File: src/rtl/lstm_wi_fetch_seq.sv
// Streams the LSTM input-weight ROM to the gate MAC array, DEPTH rows per timestep,
// through one registered output stage with valid/ready backpressure.
module lstm_wi_fetch_seq #(
    parameter int D_WL      = 24,
    parameter int UNITS_NUM = 5,
    parameter int DEPTH     = 156,
    parameter int ADDR_W    = 8
) (
    input  logic                        clk,
    input  logic                        rst,
    input  logic                        start,
    input  logic [7:0]                  num_steps,
    input  logic                        abort,
    output logic [ADDR_W-1:0]           rom_addr,
    input  logic [UNITS_NUM*D_WL-1:0]   rom_data,
    output logic [UNITS_NUM*D_WL-1:0]   w_data,
    output logic                        w_valid,
    input  logic                        w_ready,
    output logic [ADDR_W-1:0]           w_addr,
    output logic                        w_first,
    output logic                        w_last,
    output logic [7:0]                  w_step,
    output logic                        busy,
    output logic                        done
);

    localparam logic [ADDR_W-1:0] LAST_ADDR = ADDR_W'(DEPTH - 1);

    typedef enum logic [1:0] {IDLE, RUN, DRAIN} state_t;

    state_t     state;
    logic [7:0] n_steps;
    logic [7:0] step;
    logic       ld;

    assign ld   = (state == RUN) && (!w_valid || w_ready);
    assign busy = (state != IDLE);

    always_ff @(posedge clk or posedge rst) begin
        if (rst) begin
            state    <= IDLE;
            n_steps  <= '0;
            step     <= '0;
            rom_addr <= '0;
            w_data   <= '0;
            w_valid  <= 1'b0;
            w_addr   <= '0;
            w_first  <= 1'b0;
            w_last   <= 1'b0;
            w_step   <= '0;
            done     <= 1'b0;
        end else begin
            done <= 1'b0;
            case (state)
                IDLE: begin
                    rom_addr <= '0;
                    w_valid  <= 1'b0;
                    if (start) begin
                        if (num_steps != 8'd0) begin
                            n_steps <= num_steps;
                            step    <= '0;
                            state   <= RUN;
                        end else begin
                            done <= 1'b1;
                        end
                    end
                end
                RUN: begin
                    if (abort) begin
                        state    <= IDLE;
                        w_valid  <= 1'b0;
                        rom_addr <= '0;
                    end else if (ld) begin
                        w_data  <= rom_data;
                        w_addr  <= rom_addr;
                        w_first <= (rom_addr == '0);
                        w_last  <= (rom_addr == LAST_ADDR);
                        w_step  <= step;
                        w_valid <= 1'b1;
                        if (rom_addr < LAST_ADDR) begin
                            rom_addr <= rom_addr + ADDR_W'(1);
                        end else begin
                            // Wrap explicitly at DEPTH-1; final step hands the last beat to DRAIN.
                            rom_addr <= '0;
                            if (step == n_steps - 8'd1)
                                state <= DRAIN;
                            else
                                step <= step + 8'd1;
                        end
                    end
                end
                DRAIN: begin
                    if (abort) begin
                        state    <= IDLE;
                        w_valid  <= 1'b0;
                        rom_addr <= '0;
                    end else if (w_ready) begin
                        w_valid <= 1'b0;
                        done    <= 1'b1;
                        state   <= IDLE;
                    end
                end
                default: state <= IDLE;
            endcase
        end
    end

endmodule

File: config.mk
export PLATFORM = sky130hd
export DESIGN_NAME = lstm_wi_fetch_seq
export DESIGN_NICKNAME = d
export VERILOG_FILES = /design/src/rtl/lstm_wi_fetch_seq.sv
export SDC_FILE = /design/constraint.sdc
export NUM_CORES = 1
export LEC_CHECK = 0
export ABC_AREA = 0
export ABC_CLOCK_PERIOD_IN_PS = 9000
export BUFFER_PORTS_ARGS = -buffer_cell sky130_fd_sc_hd__buf_4
export CAP_MARGIN = 20
export CORE_UTILIZATION = 48
export CTS_CLUSTER_DIAMETER = 40
export CTS_CLUSTER_SIZE = 24
export DETAILED_ROUTE_END_ITERATION = 8
export PLACE_DENSITY = 0.83
export RECOVER_POWER = 100
export SLEW_MARGIN = 20
export SYNTH_ARGS = -nofsm -noshare
export SYNTH_HDL_FRONTEND = slang
export SYNTH_SLANG_ARGS = --single-unit
File: constraint.sdc
create_clock -name clk -period 9 [get_ports clk]
set_input_delay 2.7 -clock clk [delete_from_list [all_inputs] [get_ports clk]]
set_output_delay 2.7 -clock clk [all_outputs]
set_load 0.03 [all_outputs]
After elaboration in Yosys (flattened, before gate mapping):

Index checks and enable logic that the tools add are counted.

* flip-flop bits (word level): 166
* bits of input ports: 133
* output and inout port bits: 149
* word-level logic and storage cells: 77

* add/subtract/negate cells: 3
* magnitude comparators: 1
* equal/unequal tests: 15
* mux-type cells: 31
* bitwise logic cells: 1
* reduce and logical (&&, ||, !) cells: 15

Operators by type and width (count)
* 2-to-1 mux 8 bit: 10
* case mux 8 bit (3 select lines): 1
* adder 8 x 1 -> 8 bit, second input constant: 2
* 2-to-1 mux 2 bit: 8
* case mux 8 bit (2 select lines): 1
* inequality test 2 bit, second input constant: 7
* AND reduction 3 bit: 4
* inequality test 3 bit, second input constant: 3
* == test 8 bit: 1
* == test 8 bit, second input constant: 1
* zero test 8 bit: 1
* less-than comparator 8 bit, second input constant: 1
* 2-to-1 mux 1 bit: 8
* nonzero test 8 bit: 1
* subtractor 8 x 1 -> 8 bit, second input constant: 1
* AND reduction 7 bit: 1
* case mux 2 bit (3 select lines): 1
* AND reduction 6 bit: 1
* nonzero test 2 bit: 2
* inequality test 3 x 2 -> 1 bit, second input constant: 1
* case mux 1 bit (3 select lines): 1
* nonzero test 3 bit: 1
* == test 2 x 1 -> 1 bit, second input constant: 1
* == test 2 bit, second input constant: 1
* other kinds (6): 6

Logic depth before layout (Yosys ltp):

Gate-level depths: netlist (run 1).

* word-level depth: 7
* gate-level depth with buffers: 9
* gate-level depth less buffers: 8

Worst setup path before layout (run 1):

Ideal clock, no wire load.

* path type: input to register
* from: in abort
* to: reg step[6]
* library setup time: 0.078 ns
* arrival: 4.089 ns
* required time: 8.922 ns
* setup slack: 4.833 ns
* stages: 6
* path buffers: 1
* cells stage by stage: nor2_1 and3_1 clkbuf_1 nand3_1 or4_1 a21oi_1

* cells in the longest elaborated chain, start to end: 2

Ends and longest elaborated chain
* from (decl): RTL line 13 `input logic abort,`
* inequality test 2 bit (no source line)
* AND reduction 7 bit (no source line)
* to (signal assigned): RTL line 88 `step <= step + 8'd1;`
* to (decl): RTL line 33 `logic [7:0] step;`

No other way between the ends.
A chain may end at the register's enable or synchronous reset.

Worst setup path in the final report (run 1):

* from: in abort
* to: reg w_addr[0]

* cells in the longest elaborated chain, start to end: 2

Ends and longest elaborated chain
* NOT 1 bit (no source line)
* AND reduction 3 bit (no source line)
* to (signal assigned): RTL line 75 `w_addr <= rom_addr;`
* to (decl): RTL line 19 `output logic [ADDR_W-1:0] w_addr,`

No other way between the ends.

==> results of run 1 <==
power breakdown:
part           internal (mW)  leakage [nW]  switching [mW]
Combinational          0.177          2.28           0.541
Clock                  0.488         0.296           0.278
Sequential             0.901          2.11          0.0911
final cells by class:
type                    instances  area share, %
clock inverters                10           1.99
flip-flops and latches        166           45.9
inverters                      13          0.553
repair buffers                284           17.3
well taps                     180           2.49
clock buffers                  20           4.83
multi-input cells             553           26.9
worst paths after layout:
kind,start,endpoint,slack [ns],cells after the start
min,w_data[45],w_data[45],0.47,2
min reg2reg,w_data[45],w_data[45],0.47,2
max reg2reg,state[1],w_addr[0],4.70,5
min in group asynchronous,rst,w_data[100],3.40,2
max,abort,w_addr[0],2.75,6
max in group asynchronous,rst,w_data[75],3.38,3
cell families after synthesis:
group	count (synthesis)	share of synthesized area [%]
simple gates	491	29.1
compound gates	47	4.66
fa+ha+maj	4	0.737
flops	166	61.2
mux	2	0.295
buf+inv	50	2.88
xor+xnor	9	1.16
registers in the layout, indices dropped and copies added (netlist names):
name and flops:
w_valid 1, rom_addr 8, w_data 120, w_last 1
w_addr 8, done 1, step 8, w_first 1
state 2, w_step 8, n_steps 8
tightest hold or removal path, cell delays in order (launching register included):
cell     delay (ns)
dfrtp_1        0.34
nand2_1        0.05
nand2_1        0.06
through the flow:
step	setup WS, ns	cells	hold slack, ns
floorplan	1.81	769	0.465
global placement	4.12	1196	0.458
detailed placement	4.03	1196	0.463
CTS	4.48	1226	0.478
global route	2.42	1226	0.490
finish	2.75	1226	0.472
layer usage:
layer / part of all wire, % / track usage, % / up-vias / wire, µm
met3: 8.6 / 7.52 / 24 / 1530
li1: - / - / 2959 / -
met2: 49 / 41.2 / 246 / 8760
met1: 41 / 29.8 / 2791 / 7260
met4: 1.5 / 8.95 / 0 / 268
met5: 0 / 0 / - / 0
synthesized netlist by cell type, types with 2 or more instances:
library cell and count:
nor2_1 10, o211ai_1 3, nand2b_1 5, or4_1 6, xnor2_1 5, nor3_1 4, ha_1 4, nor2b_1 3
o31ai_1 7, and3_1 3, nand3_1 9, xor2_1 4, inv_1 13, mux2i_1 2, dfrtp_1 166, clkbuf_1 35
or2_1 2, o21ai_1 4, nand4_1 4, nand2_1 434, a21oi_1 6, nor4_1 4, o21ai_0 13, a21o_1 2
==> reports/qor.txt, run 1 <==
status: finished, violations left
failing checks: capacitance limit, slew limit
number of buffers created by CTS: 17
die footprint: 14,600 µm²
fin nets: 1,172
CP endpoint kind: flip-flop
Horiz. Die Dim: 121 µm
fillers: 1,228
Synth Register Bits: 166
post-synthesis sequential area ratio: 61.2%
Slew headroom: -152%
core area: 13,800 µm²
biggest area consumer among synthesized cells: dfrtp_1
post-route cell area: 9050 µm²
Cell Rows: 43
top-area cell type share of the netlist area: 61.2%
final setup violation count: 0
Multi-input gate area: 2440 µm²
routed len/inst: 14.5 µm
crit start category: input port
Layout Skew: 0.00748 ns
Clock Latency Late Sink: 0.41 ns
final period utilization: 69.4%
leakage power: 4.69 nW
critical path data arrival time: 6.47 ns
via count: 6,020
endpoints failing hold: 0
max frequency: 160 MHz
initial antenna violation count: 0
Worst VDD drop: 156 µV
most frequent cells in the layout: nand2_1 (434), dfrtp_1 (166), clkbuf_1 (154), buf_4 (130)
Max Cap Viol: 3
Tot Pwr: 2.48 mW
Mean Syn Cell Area: 8.83 µm²
Layout area overhead: 33.3%
layout cells sized above 1: 15.9%
most common cell after layout, fill and taps aside: nand2_1
RSZ-0062 raised after global routing: no
Via density: 4.91
total iterations of the first detailed-routing run: 6
Top FF cell, synth: dfrtp_1
Tot GR Track Use: 24.6%
dpl hpwl: 12,300 µm
Chip Height: 121 µm
Hold Crit Class: flip-flop to flip-flop
H-tree depth: 4
Critical Path RT: 9.22 ns
CTS Hold Buffers Added: 0
post_cts resized: 0
CP Max Fanout: 89
total clock sinks: 166
crit path buf inv count: 2
Setup Crit Path Kind: input port to flip-flop
Tmin final: 6.25 ns
vias in the first global route: 5,785
Root Buffer: clkbuf_16
pin count of the biggest net entering global routing: 107
CTS tree: built
Final ANT Viol Nets: 0
setup TNS: 0 ns
DRT iter0 DRCs: 263
number of remaining DRC errors: 0
actual slew at the worst max-slew pin: 3.75 ns
ANT cells: 0
CP max stage delay: 1.49 ns
Top delay family on crit path: simple AND/OR/NAND/NOR gates
Port Buffers: 281
Syn Nets: 906
first-pass GRT wire length: 27,900 µm
global route overflow: 0
post-synthesis instance area: 6790 µm²
clock slew at reported path FFs: 0.06 ns
Synth async-reset ratio: 100%
WL final: 17,800 µm
Ys Warns: 0
Max clock buf depth: 2
crit-path cells: clkbuf_1, nor2_1, nand3_1, clkbuf_2, nand2_1, o21ai_0
setup bufs post-CTS: 0
final core area utilization: 65.4%
Netlist cell types: 45
EDFF count, synth: 0
slowest library cell on the worst path: nand3_1
GPL Wtd Cong: 0.795
largest cells by area after synthesis: dfrtp_1 (61%), nand2_1 (24%), clkbuf_1 (1.9%), o21ai_0 (0.96%), o31ai_1 (0.77%)
Post-DP Area: 9020 µm²
FF/Latch Area: 4150 µm²
Pwr per Cell Area: 274 nW/µm²
num ports: 282
Initial Utilization: 49.1%
Mapped Cells: 769
max-slew violation count: 235
Power figures use the tool's default switching activity.
==> run 2, diff against run 1 <==
--- a/config.mk
+++ b/config.mk
@@ -6,14 +6,14 @@
 export NUM_CORES = 1
 export LEC_CHECK = 0
 export ABC_AREA = 0
-export ABC_CLOCK_PERIOD_IN_PS = 9000
+export ABC_CLOCK_PERIOD_IN_PS = 5600
 export BUFFER_PORTS_ARGS = -buffer_cell sky130_fd_sc_hd__buf_4
 export CAP_MARGIN = 20
-export CORE_UTILIZATION = 48
+export CORE_UTILIZATION = 43
 export CTS_CLUSTER_DIAMETER = 40
 export CTS_CLUSTER_SIZE = 24
 export DETAILED_ROUTE_END_ITERATION = 8
-export PLACE_DENSITY = 0.83
+export PLACE_DENSITY = 0.79
 export RECOVER_POWER = 100
 export SLEW_MARGIN = 20
 export SYNTH_ARGS = -nofsm -noshare
==> constraint.sdc (replaced) <==
create_clock -name clk -period 5.6 [get_ports clk]
set_input_delay 1.68 -clock clk [delete_from_list [all_inputs] [get_ports clk]]
set_output_delay 1.68 -clock clk [all_outputs]
set_load 0.03 [all_outputs]
==> run 2 against run 1 <==
The run still ends with capacitance limit, slew limit left. Register-to-register slack got worse by 2.5 ns. First-iteration DRC count fell by 0.76%. Flip-flop and latch count did not move. Cell area rose by 0.76%. Critical endpoint is now w_data[82]. Largest cell class unchanged. Largest power group unchanged.
==> reports/qor.txt, run 2 (synthesis gave the netlist of run 1 again) <==
status: finished, violations left (unchanged)
failing checks: capacitance limit, slew limit (unchanged)
Layout Skew: 0.00643 ns (was 0.00748 ns)
fillers: 1,472 (was 1,228)
Tmin final: 4.08 ns
via count: 6,017 (was 6,020)
Critical Path RT: 5.96 ns (was 9.22 ns)
non-filler cells in the finished layout: 1,260 (was 1,226)
first-pass GRT wire length: 28,300 µm (was 27,900 µm)
Root Buffer: clkbuf_16 (unchanged)
crit start category: input port (unchanged)
Reg with most FFs: w_data (unchanged)
max-slew violation count: 407 (was 235)
CTS Hold Buffers Added: 0 (unchanged)
Cell Rows: 45 (was 43)
Tot GR Track Use: 22.3% (was 24.6%)
layout cells sized above 1: 16.1% (was 15.9%)
leakage power: 4.71 nW (was 4.69 nW)
CP endpoint kind: flip-flop (unchanged)
CTS tree: built (unchanged)
Setup Crit Path Kind: input port to flip-flop (unchanged)
CP max stage delay: 1.25 ns (was 1.49 ns)
Chip Height: 128 µm (was 121 µm)
fin worst setup slack: 1.52 ns (was 2.75 ns)
pre-CTS WS: 1.68 ns (was 4.03 ns)
CP Max Fanout: 79 (was 89)
Via density: 4.78 (was 4.91)
Max clock buf depth: 2 (unchanged)
setup bufs post-CTS: 0 (unchanged)
Hold Crit Class: flip-flop to flip-flop (unchanged)
Worst VDD drop: 215 µV (was 156 µV)
max frequency: 245 MHz
total clock sinks: 166 (unchanged)
crit-path cells: clkbuf_1, nor2_1, and3_4, clkbuf_2, nand2_1, nand2_1 (was clkbuf_1, nor2_1, nand3_1, clkbuf_2, nand2_1, o21ai_0)
fin nets: 1,173 (was 1,172)
endpoints failing hold: 0 (unchanged)
RSZ-0062 raised after global routing: no (unchanged)
Horiz. Die Dim: 128 µm (was 121 µm)
slowest library cell on the worst path: clkbuf_2 (was nand3_1)
total iterations of the first detailed-routing run: 7 (was 6)
core area: 15,300 µm² (was 13,800 µm²)
dpl hpwl: 11,900 µm (was 12,300 µm)
Placed Cells incl. Taps: 1,228 (was 1,196)
die footprint: 16,300 µm² (was 14,600 µm²)
vias in the first global route: 5,795 (was 5,785)
post_cts resized: 0 (unchanged)
final setup violation count: 0 (unchanged)
Clock Latency Late Sink: 0.42 ns (was 0.41 ns)
WL final: 17,600 µm (was 17,800 µm)
H-tree depth: 4 (unchanged)
most common cell after layout, fill and taps aside: nand2_1 (unchanged)
DRT iter0 DRCs: 261 (was 263)
most frequent cells in the layout: nand2_1 (434), dfrtp_1 (166), clkbuf_1 (154), buf_4 (128), clkbuf_16 (17) (was nand2_1 (434), dfrtp_1 (166), clkbuf_1 (154), buf_4 (130))
max FFs per register: 120 (unchanged)
Slew headroom: -46.2% (was -152%)
number of buffers created by CTS: 17 (unchanged)
CP most frequent cell: nand2_1
pin count of the biggest net entering global routing: 167 (was 107)
ANT cells: 0 (unchanged)
routed len/inst: 14.0 µm (was 14.5 µm)
Initial Utilization: 44.3% (was 49.1%)
Port Buffers: 281 (unchanged)
critical path data arrival time: 4.44 ns (was 6.47 ns)
GPL Wtd Cong: 0.787 (was 0.795)
Final ANT Viol Nets: 0 (unchanged)
clock slew at reported path FFs: 0.06 ns (about the same)
number of remaining DRC errors: 0 (unchanged)
global route overflow: 0 (unchanged)
setup TNS: 0 ns (unchanged)
actual slew at the worst max-slew pin: 2.19 ns (was 3.75 ns)
final period utilization: 72.9%
final core area utilization: 59.5% (was 65.4%)
Pwr per Cell Area: 439 nW/µm² (was 274 nW/µm²)
initial antenna violation count: 0 (unchanged)
Layout area overhead: 34.3% (was 33.3%)
num ports: 282 (unchanged)
Max Cap Viol: 5 (was 3)
[run 2: final cells by class]
| class | count | area, µm² | share of cell area [%] |
|---|---|---|---|
| Clock buffer | 21 | 470 | 5.16 |
| Clock inverter | 11 | 170 | 1.87 |
| Inverter | 13 | 50.0 | 0.549 |
| Multi-Input combinational cell | 553 | 2450 | 26.8 |
| Sequential cell | 166 | 4150 | 45.6 |
| Tap cell | 211 | 264 | 2.90 |
| Timing Repair Buffer | 285 | 1560 | 17.1 |
[run 2: worst paths after layout]
check | from | to | slack (ns) | depth (start not counted)
max | abort | w_data[82] | 1.52 | 6
min reg2reg | w_data[74] | w_data[74] | 0.47 | 2
min | w_data[74] | w_data[74] | 0.47 | 2
max reg2reg | n_steps[0] | state[0] | 2.23 | 8
min in group asynchronous | rst | w_data[85] | 2.09 | 3
max in group asynchronous | rst | w_step[1] | 2.14 | 3
[run 2: metal layers]
metal	wire length (µm)	GRT usage (%)
met1	7420	27.3
met2	8320	35.8
met3	1520	7.66
met4	359	9.83
met5	0	0
[run 2: metrics by stage]
| step | power (mW) | hold WS, ns | cell area [µm²] |
|---|---|---|---|
| after CTS | 4.24 | 0.478 | 9720 |
| after floorplan | 2.40 | 0.465 | 6790 |
| after global routing | 4.20 | 0.485 | 9110 |
| final | 4.00 | 0.473 | 9110 |
| after global placement | 2.95 | 0.458 | 9080 |
| after detailed placement | 2.98 | 0.463 | 9080 |
[run 2: report_power, final]
part | switching [mW] | internal, mW
Combinational | 0.861 | 0.284
Sequential | 0.149 | 1.45
Clock | 0.474 | 0.785
[run 2: critical path, delay by kind of cell]
kind | cells | cell delay [ns]
buffers and inverters | 2 | 1.36
AND/OR/NAND/NOR | 4 | 1.31
==> run 3, diff against run 2 <==
--- a/config.mk
+++ b/config.mk
@@ -6,14 +6,14 @@
 export NUM_CORES = 1
 export LEC_CHECK = 0
 export ABC_AREA = 0
-export ABC_CLOCK_PERIOD_IN_PS = 5600
+export ABC_CLOCK_PERIOD_IN_PS = 4100
 export BUFFER_PORTS_ARGS = -buffer_cell sky130_fd_sc_hd__buf_4
 export CAP_MARGIN = 20
-export CORE_UTILIZATION = 43
+export CORE_UTILIZATION = 48
 export CTS_CLUSTER_DIAMETER = 40
 export CTS_CLUSTER_SIZE = 24
 export DETAILED_ROUTE_END_ITERATION = 8
-export PLACE_DENSITY = 0.79
+export PLACE_DENSITY = 0.83
 export RECOVER_POWER = 100
 export SLEW_MARGIN = 20
 export SYNTH_ARGS = -nofsm -noshare
==> constraint.sdc (replaced) <==
create_clock -name clk -period 4.1 [get_ports clk]
set_input_delay 1.23 -clock clk [delete_from_list [all_inputs] [get_ports clk]]
set_output_delay 1.23 -clock clk [all_outputs]
set_load 0.03 [all_outputs]
==> run 3 against run 2 <==
The run now ends clean. Non-clock buffer count up 6. Utilization is 6.4 points higher. Register-to-register slack got worse by 0.92 ns. Power rose by 35%. Clock-buffer cell count unchanged. Critical path type unchanged. Largest power group unchanged.
==> reports/qor.txt, run 3 (synthesis gave the netlist of run 1 again) <==
final core area utilization: 65.9% (was 59.5%)
post_cts resized: 0 (unchanged)
crit start category: input port (unchanged)
setup TNS: 0 ns (unchanged)
P_int: 3.37 mW (was 2.52 mW)
endpoints failing hold: 0 (unchanged)
clock slew at reported path FFs: 0.06 ns (about the same)
CP endpoint kind: flip-flop (unchanged)
WL final: 17,600 µm (about the same)
Layout Skew: 0.00764 ns (was 0.00643 ns)
total clock sinks: 166 (unchanged)
min-delay src: w_data[77] (was w_data[74])
fin nets: 1,179 (was 1,173)
GPL Wtd Cong: 0.805 (was 0.787)
R2R Setup Slk: 1.31 ns (was 2.23 ns)
initial antenna violation count: 0 (unchanged)
most common cell after layout, fill and taps aside: nand2_1 (unchanged)
Horiz. Die Dim: 121 µm (was 128 µm)
slowest library cell on the worst path: nand3_1 (was clkbuf_2)
die footprint: 14,600 µm² (was 16,300 µm²)
switching power: 2.03 mW (was 1.48 mW)
via count: 6,079 (was 6,017)
crit-path cells: clkbuf_1, nor2_1, nand3_1, buf_4, nand2_1, nand2_1 (was clkbuf_1, nor2_1, and3_4, clkbuf_2, nand2_1, nand2_1)
max frequency: 335 MHz
routed len/inst: 14.2 µm (was 14.0 µm)
Worst VDD drop: 374 µV (was 215 µV)
Pwr per Cell Area: 593 nW/µm² (was 439 nW/µm²)
total iterations of the first detailed-routing run: 4 (was 7)
layout cells sized above 1: 16.6% (was 16.1%)
pin count of the biggest net entering global routing: 61 (was 167)
first-pass GRT wire length: 27,700 µm (was 28,300 µm)
DRT iter0 DRCs: 336 (was 261)
Port Buffers: 281 (unchanged)
Setup Crit Path Kind: input port to flip-flop (unchanged)
number of buffers created by CTS: 17 (unchanged)
max-slew violation count: 0 (was 407)
Max Cap Viol: 0 (was 5)
max FFs per register: 120 (unchanged)
final period utilization: 72.7%
crit path from: abort (unchanged)
CP max stage delay: 0.77 ns (was 1.25 ns)
number of remaining DRC errors: 0 (unchanged)
CP Max Fanout: 60 (was 79)
worst r2r src: n_steps[0] (unchanged)
Root Buffer: clkbuf_16 (unchanged)
CP most frequent cell: nand2_1 (unchanged)
H-tree depth: 4 (unchanged)
Chip Height: 121 µm (was 128 µm)
part of the power in the clock network: 30.6% (was 31.5%)
Hold Path Stages: 2 (unchanged)
setup bufs post-CTS: 0 (unchanged)
Max clock buf depth: 2 (unchanged)
vias in the first global route: 5,851 (was 5,795)
Sw Ratio: 37.6% (was 37.1%)
R2R depth: 8 (unchanged)
reg-to-reg endpoint: state[0] (unchanged)
combinational group share of total power: 29.1% (was 28.6%)
final setup violation count: 0 (unchanged)
hold worst-path end: w_data[77] (was w_data[74])
core area: 13,800 µm² (was 15,300 µm²)
Initial Utilization: 49.1% (was 44.3%)
Layout area overhead: 34.2% (was 34.3%)
global route overflow: 0 (unchanged)
Critical Path RT: 4.40 ns (was 5.96 ns)
Slew headroom: 9.29% (was -46.2%)
Reg power frac: 40.3% (was 39.9%)
leakage power: 4.72 nW (was 4.71 nW)
num ports: 282 (unchanged)
CTS tree: built (unchanged)
critical path data arrival time: 3.28 ns (was 4.44 ns)
ANT cells: 0 (unchanged)
status: complete, no violations (was finished, violations left)
Final ANT Viol Nets: 0 (unchanged)
Via density: 4.92 (was 4.78)
Tot GR Track Use: 24.4% (was 22.3%)
Clock Latency Late Sink: 0.42 ns (about the same)
dpl hpwl: 12,400 µm (was 11,900 µm)
actual slew at the worst max-slew pin: 1.35 ns (was 2.19 ns)
RSZ-0062 raised after global routing: no (unchanged)
most frequent cells in the layout: nand2_1 (434), dfrtp_1 (166), clkbuf_1 (154), buf_4 (134), clkbuf_16 (17) (was nand2_1 (434), dfrtp_1 (166), clkbuf_1 (154), buf_4 (128), clkbuf_16 (17))
Reg with most FFs: w_data (unchanged)
Tmin final: 2.98 ns
Hold Crit Class: flip-flop to flip-flop (unchanged)
CTS Hold Buffers Added: 0 (unchanged)
Cell Rows: 43 (was 45)
## run 3: worst max-delay path, delay by kind of cell
family	cells	cell delay (ns)
and+or+nand+nor	4	1.28
buffers and inverters	2	0.72
## run 3: power by group through the flow
stage | combinational, mW | sequential (mW) | clock, mW
2_1_floorplan | 0.445 | 2.83 | 0
3_3_place_gp | 1.83 | 2.19 | 0
3_5_place_dp | 1.87 | 2.21 | 0
4_1_cts | 1.87 | 2.19 | 1.68
5_1_grt | 1.70 | 2.22 | 1.75
6_report | 1.57 | 2.18 | 1.65
## run 3: per-stage QoR
step	hold slack [ns]	area [µm²]	instances	power (mW)	worst slack, ns
5_1_grt	0.494	9110	1235	5.68	0.802
4_1_cts	0.479	9720	1235	5.73	1.29
3_3_place_gp	0.459	9100	1203	4.02	1.25
2_1_floorplan	0.465	6790	769	3.28	0.757
6_report	0.469	9110	1235	5.40	1.12
3_5_place_dp	0.463	9100	1203	4.07	1.20
## run 3: cell type report
class                           instances  area (µm²)
Clock buffer                           21         470
Clock inverter                         11         149
Fill cell                            1250        4720
Inverter                               13        50.0
Multi-Input combinational cell        553        2440
Sequential cell                       166        4150
Tap cell                              180         225
Timing Repair Buffer                  291        1620
## run 3: worst max-delay path by stage
stage / endpoint / slack (ns)
finish: w_data[24] / 1.12
global route: w_data[21] / 0.80
CTS: state[0] / 1.29
detailed placement: step[6] / 1.20
global placement: step[6] / 1.25
floorplan: done / 0.76
## run 3: per-layer routing
| metal | track usage (%) | wire, µm |
|---|---|---|
| met1 | 29.3 | 7170 |
| met2 | 41.5 | 8620 |
| met3 | 6.72 | 1470 |
| met4 | 9.95 | 339 |
| met5 | 0 | 0 |
